===== src/rtl/cpu_pkg.sv =====
// Shared definitions for the memory stage: bus widths, field layout,
// opcode classes and the memory-stage FSM encoding.
package cpu_pkg;

  localparam int XLEN  = 32;
  localparam int DST_W = 5;
  localparam int OP_W  = 4;

  // exbus: {valid, op, dst, res, stval}
  localparam int EX_W          = 1 + OP_W + DST_W + XLEN + XLEN;  // 74
  localparam int EX_VALID_BIT  = 73;
  localparam int EX_OP_HI      = 72;
  localparam int EX_OP_LO      = 69;
  localparam int EX_DST_HI     = 68;
  localparam int EX_DST_LO     = 64;
  localparam int EX_RES_HI     = 63;
  localparam int EX_RES_LO     = 32;
  localparam int EX_STVAL_HI   = 31;
  localparam int EX_STVAL_LO   = 0;

  // wbbus: {valid, dst, data}
  localparam int WB_W          = 1 + DST_W + XLEN;                // 38
  localparam int WB_VALID_BIT  = 37;
  localparam int WB_DST_HI     = 36;
  localparam int WB_DST_LO     = 32;
  localparam int WB_DATA_HI    = 31;
  localparam int WB_DATA_LO    = 0;

  // mem_bypass: {valid, data}
  localparam int BYP_W         = 1 + XLEN;                        // 33

  localparam logic [OP_W-1:0] OP_LOAD  = 4'b1000;
  localparam logic [OP_W-1:0] OP_STORE = 4'b1001;

  typedef enum logic [0:0] {
    ST_IDLE = 1'b0,
    ST_BUSY = 1'b1
  } mem_state_e;

  // Field order matches the exbus bit layout above, so a plain cast works.
  typedef struct packed {
    logic             valid;
    logic [OP_W-1:0]  op;
    logic [DST_W-1:0] dst;
    logic [XLEN-1:0]  res;
    logic [XLEN-1:0]  stval;
  } ex_beat_t;

  // ALU ops and loads write a register; stores and NOPs do not.
  function automatic logic op_writes_reg(input logic [OP_W-1:0] op);
    return (op[OP_W-1] == 1'b0) || (op == OP_LOAD);
  endfunction

  function automatic logic op_is_mem(input logic [OP_W-1:0] op);
    return (op == OP_LOAD) || (op == OP_STORE);
  endfunction

endpackage


===== src/rtl/mem_skid.sv =====
// One-entry skid buffer holding a single execute beat while the memory
// stage is busy. Push and pop are never requested in the same cycle.
module mem_skid
  import cpu_pkg::*;
(
  input  logic            clk,
  input  logic            reset,
  input  logic            push,
  input  logic            pop,
  input  logic [EX_W-1:0] din,
  output logic            valid,
  output logic [EX_W-1:0] dout
);

  logic            valid_q;
  logic [EX_W-1:0] data_q;

  // Capture on push, release on pop; data is kept as-is once released.
  always_ff @(posedge clk) begin
    if (reset) begin
      valid_q <= 1'b0;
      data_q  <= '0;
    end else if (push) begin
      valid_q <= 1'b1;
      data_q  <= din;
    end else if (pop) begin
      valid_q <= 1'b0;
    end
  end

  assign valid = valid_q;
  assign dout  = data_q;

endmodule


===== src/rtl/mem_stage.sv =====
// Memory stage: ALU results pass straight to writeback, loads and stores
// hold a level request on the data-memory port until acknowledged.
//
//   state   | meaning
//   --------+-----------------------------------------------------------
//   IDLE    | no access in flight; issue from skid entry, else exbus
//   BUSY    | dmem_req held with latched addr/wdata/we until dmem_ack
module mem_stage
  import cpu_pkg::*;
(
  input  logic              clk,
  input  logic              reset,
  input  logic [EX_W-1:0]   exbus,
  output logic              dmem_req,
  output logic              dmem_we,
  output logic [XLEN-1:0]   dmem_addr,
  output logic [XLEN-1:0]   dmem_wdata,
  input  logic              dmem_ack,
  input  logic [XLEN-1:0]   dmem_rdata,
  output logic [WB_W-1:0]   wbbus,
  output logic [BYP_W-1:0]  mem_bypass,
  output logic [DST_W-1:0]  mem_dst,
  output logic              mem_stall,
  output logic              mem_ovf
);

  mem_state_e state, state_next;

  ex_beat_t ex_in;
  ex_beat_t skid_beat;
  ex_beat_t src;

  logic            skid_valid;
  logic [EX_W-1:0] skid_dout;
  logic            skid_push;
  logic            skid_pop;
  logic            ovf_set;
  logic            src_alu;
  logic            src_mem;
  logic            mem_done;

  logic [DST_W-1:0] lat_dst;
  logic [XLEN-1:0]  lat_addr;
  logic [XLEN-1:0]  lat_wdata;
  logic             lat_we;
  logic [WB_W-1:0]  wbbus_q;
  logic             ovf_q;

  assign ex_in     = ex_beat_t'(exbus);
  assign skid_beat = ex_beat_t'(skid_dout);

  mem_skid u_skid (
    .clk   (clk),
    .reset (reset),
    .push  (skid_push),
    .pop   (skid_pop),
    .din   (exbus),
    .valid (skid_valid),
    .dout  (skid_dout)
  );

  // Source selection, skid control and overflow detection.
  always_comb begin
    src       = skid_valid ? skid_beat : ex_in;
    skid_push = 1'b0;
    skid_pop  = 1'b0;
    ovf_set   = 1'b0;
    if (state == ST_IDLE) begin
      // Skid entry wins; a new beat alongside it has nowhere to go.
      skid_pop = skid_valid;
      ovf_set  = skid_valid && ex_in.valid;
    end else begin
      skid_push = ex_in.valid && !skid_valid;
      ovf_set   = ex_in.valid && skid_valid;
    end
    src_alu  = (state == ST_IDLE) && src.valid && !src.op[OP_W-1];
    src_mem  = (state == ST_IDLE) && src.valid && op_is_mem(src.op);
    mem_done = (state == ST_BUSY) && dmem_ack;
  end

  // State register.
  always_ff @(posedge clk) begin
    if (reset) begin
      state <= ST_IDLE;
    end else begin
      state <= state_next;
    end
  end

  // Next-state logic.
  always_comb begin
    state_next = state;
    case (state)
      ST_IDLE: if (src_mem)  state_next = ST_BUSY;
      ST_BUSY: if (dmem_ack) state_next = ST_IDLE;
      default: state_next = ST_IDLE;
    endcase
  end

  // Access latches, writeback register and sticky overflow flag.
  always_ff @(posedge clk) begin
    if (reset) begin
      lat_dst   <= '0;
      lat_addr  <= '0;
      lat_wdata <= '0;
      lat_we    <= 1'b0;
      wbbus_q   <= '0;
      ovf_q     <= 1'b0;
    end else begin
      if (src_alu) begin
        wbbus_q <= {1'b1, src.dst, src.res};
      end else if (mem_done && !lat_we) begin
        wbbus_q <= {1'b1, lat_dst, dmem_rdata};
      end else begin
        wbbus_q <= '0;
      end
      // Latches only move when leaving IDLE, so dmem outputs hold in BUSY.
      if (src_mem) begin
        lat_dst   <= src.dst;
        lat_addr  <= src.res;
        lat_wdata <= src.stval;
        lat_we    <= (src.op == OP_STORE);
      end
      if (ovf_set) begin
        ovf_q <= 1'b1;
      end
    end
  end

  // Output decode from state, latches and skid occupancy.
  always_comb begin
    dmem_req   = (state == ST_BUSY);
    dmem_we    = (state == ST_BUSY) && lat_we;
    dmem_addr  = lat_addr;
    dmem_wdata = lat_wdata;
    mem_stall  = (state == ST_BUSY) || skid_valid;
    if ((state == ST_BUSY) && !lat_we) begin
      mem_dst = lat_dst;
    end else if (skid_valid && op_writes_reg(skid_beat.op)) begin
      mem_dst = skid_beat.dst;
    end else if (ex_in.valid && op_writes_reg(ex_in.op)) begin
      mem_dst = ex_in.dst;
    end else begin
      mem_dst = '0;
    end
  end

  assign wbbus      = wbbus_q;
  assign mem_bypass = {wbbus_q[WB_VALID_BIT], wbbus_q[WB_DATA_HI:WB_DATA_LO]};
  assign mem_ovf    = ovf_q;

endmodule


===== config.mk =====
export PLATFORM = sky130hd
export DESIGN_NAME = mem_stage
export DESIGN_NICKNAME = d
export VERILOG_FILES = /design/src/rtl/cpu_pkg.sv /design/src/rtl/mem_skid.sv /design/src/rtl/mem_stage.sv
export SDC_FILE = /design/constraint.sdc
export NUM_CORES = 1
export LEC_CHECK = 0
export ABC_AREA = 1
export BUFFER_PORTS_ARGS = -buffer_cell sky130_fd_sc_hd__clkbuf_2
export CAP_MARGIN = 25
export CORE_MARGIN = 1
export CORE_UTILIZATION = 40
export DETAILED_ROUTE_END_ITERATION = 6
export PLACE_DENSITY = 0.65
export SYNTH_ARGS = -nofsm -noshare
export SYNTH_HDL_FRONTEND = slang
export SYNTH_SLANG_ARGS = --single-unit
export TNS_END_PERCENT = 5

===== constraint.sdc =====
create_clock -name clk -period 3.65 [get_ports clk]
set_input_delay 0.1825 -clock clk [delete_from_list [all_inputs] [get_ports clk]]
set_output_delay 0.1825 -clock clk [all_outputs]
set_load 0.1 [all_outputs]

==> results.yml <==
placement:
  dpl.hpwl_um: 14200
  gp_congestion: 0.834
  port_buffers: 252
  post_dp_cell_area_um2: 9060
synth:
  synthFlopType: "dfxtp_1"
  synth_top_area_share_pct: 46.6
  netlist_top_cells_area: "dfxtp_1 47%, nor2_1 13%, nand2_1 9.4%, o21ai_0 7.9%, nand3_1 5.1%"
  synth-edff-count: 0
  synthesis.nets: 1241
  netlist_area_um2: 7940
  syn_area_per_cell_um2: 7.02
  synthTopCellsByCount: "279 x nor2_1, 199 x nand2_1, 185 x dfxtp_1, 125 x o21ai_0, 81 x nand3_1"
  synth_cells: 1132
  async_reset_ff_share_pct: 0
  yosys.area.top_type: "dfxtp_1"
  ys_seq_elements: 185
  ys_seq_area_share_pct: 46.6
  yosys_warnings: 0
  synth.distinct_cells: 21
  yosysMostFrequentCell: "nor2_1"
routing:
  vias: 7696
  antenna_left: 0
  drc: 0
  dr.pass1.iters: 5
  wirelength_um: 22000
  viasPerCell: 4.81
  drtIter0Drc: 321
  wire_per_inst_um: 13.7
run_status:
  status: "complete, no violations"
global_routing:
  grt_overflow: 0
  grt_pass1_vias: 6937
  grt_pass1_wl_um: 34700
  grt_max_degree: 98
  antenna_found_initial: 2
  groute.usage.overall_pct: 21.6
floorplan:
  coreArea_um2: 19500
  ios: 253
  start_util_pct: 40.8
  rows: 51
  fp.dieW_um: 143
  die-area_um2: 20400
  die_h_um: 143
power:
  p_int_w: 0.00355
  p_switching_w: 0.00154
  leakage_nw: 4.41
  ir_worst_vdd_v: 0.000353
  power.density_nw_per_um2: 514
  power_w: 0.00510
  switching_share_pct: 30.3
  p_seq_share_pct: 41.4
  power_frac_clock_pct: 41.2
  pwr-share-comb_pct: 17.4
timing:
  rsz0062_at_grt: "no"
  hold_violations: 0
  worst_pin_slew_ns: 0.912
  slew_headroom_pct: 39.2
  min_period_ns: 2.86
  finClkSkew_ns: 0.0116
  drv_slew: 0
  post-route-period-util_pct: 78.5
  setup_viol: 0
  max_freq_mhz: 349
  setup-tns-final_ns: 0
clock_tree:
  clock-sinks: 185
  clk_latency_ns: 0.42
  numCtsBuffers: 17
  root_buffer: "clkbuf_16"
  cts_buffer_depth: 2
  path_clk_slew_ns: 0.07
  htree_levels: 4
  cts_resized: 0
  tritoncts: "yes"
finish:
  syn_to_final_growth_pct: 24.8
  final_nets: 1431
  design_area_um2: 9920
  final_core_util_pct: 50.9
  diodes: 0
  layout-drive-gt1-share_pct: 23.4
worst_hold_path:
  worstHoldPathCells: 3
  hp-class: "primary input to register"
worst_setup_path:
  crit_fanout: 53
  arrival_ns: 2.68
  startpoint_type: "register"
  regToRegSetupSlack_ns: 1.14
  critical_path.endpoint_type: "output port"
  worstRegToRegCells: 9
  worstPathRequired_ns: 3.47
  critPathKind: "register to output port"
job:
  cap_violations: 0
[flip-flops by register name (all words and copies together) (netlist names)]
register      cells
lat_we            1
dmem_wdata       32
dmem_req          1
wbbus            38
dmem_addr        32
u_skid.dout      74
u_skid.valid      1
mem_ovf           1
lat_dst           5
[what timing repair did]
item,in CTS,in global routing
hold buffers,19,0
buffers inserted,0,0
hold endpoints to repair,19,0
[per-stage QoR]
| step | worst slack (ns) | instances | hold slack (ns) |
|---|---|---|---|
| after floorplan | 0.493 | 1132 | 0.252 |
| after global placement | 1.16 | 1549 | 0.396 |
| after detailed placement | 1.17 | 1549 | 0.405 |
| after CTS | 0.771 | 1599 | 0.000236 |
| after global routing | 0.577 | 1599 | 0.0104 |
| final | 0.786 | 1599 | 0.0138 |
[metal layers]
metal	vias up	GRT usage, %	wire length, um
met2	224	36.7	10600
met5	-	0	27
met4	4	6.68	261
met1	3487	26.4	9730
li1	3955	-	-
met3	26	5.63	1390
[final cells by class]
class,instances,area (um2)
flip-flops and latches,185,3710
fillers,1947,9550
well taps,265,332
clock buffers,17,425
clock inverters,14,239
repair buffers,284,1570
inverters,48,183
multi-input cells,786,3460
[path summary, 6_finish.rpt]
kind | from | endpoint
worst min register to register | u_skid.dout[41] | u_skid.dout[41]
worst max register to register | u_skid.valid | dmem_wdata[16]
worst max-delay path | u_skid.valid | mem_dst[4]
worst min-delay path | dmem_rdata[24] | wbbus[24]
[worst max-delay path, cell delays in order, from the launching register on]
cell,delay [ns]
dfxtp_4,0.46
buf_4,0.51
nand3_1,0.31
nand2_1,0.22
nand2_1,0.07
nand2_1,0.06
nor2_1,0.05
nor2_1,0.08
clkbuf_2,0.46
[placed cells by master (no fill, tap or decap), types with 2 or more instances in the layout]
| cell type | count |
|---|---|
| nor2_1 | 278 |
| clkbuf_2 | 252 |
| nand2_1 | 198 |
| dfxtp_1 | 184 |
| o21ai_0 | 125 |
| nand3_1 | 81 |
| inv_1 | 42 |
| a21oi_1 | 39 |
| a21boi_0 | 24 |
| o21ai_1 | 23 |
| dlygate4sd3_1 | 19 |
| clkbuf_16 | 17 |
| buf_4 | 11 |
| a21boi_1 | 8 |
| bufinv_16 | 6 |
| or2_2 | 5 |
| inv_2 | 4 |
| inv_6 | 4 |
| nor2_4 | 3 |
| clkinv_2 | 3 |
| buf_12 | 2 |
[cell families (layout without fill, tap and decap cells)]
logic type             after synthesis  count (layout)  synth area share (%)
DFF                                185             185                  46.6
and+or+nand+nor                    567             567                  28.4
buffers and inverters              161             363                  10.1
AOI/OAI and AO/OA                  219             219                  14.8
[power groups by stage]
stage	Sequential, W	Combinational, W	Clock, W
final	0.00211	0.000886	0.00210
after global routing	0.00212	0.000948	0.00222
after CTS	0.00211	0.000890	0.00215
after detailed placement	0.00216	0.000872	0
after global placement	0.00216	0.000871	0
after floorplan	0.00246	0.000399	0
Note: power is estimated with default switching activity, not from simulation.
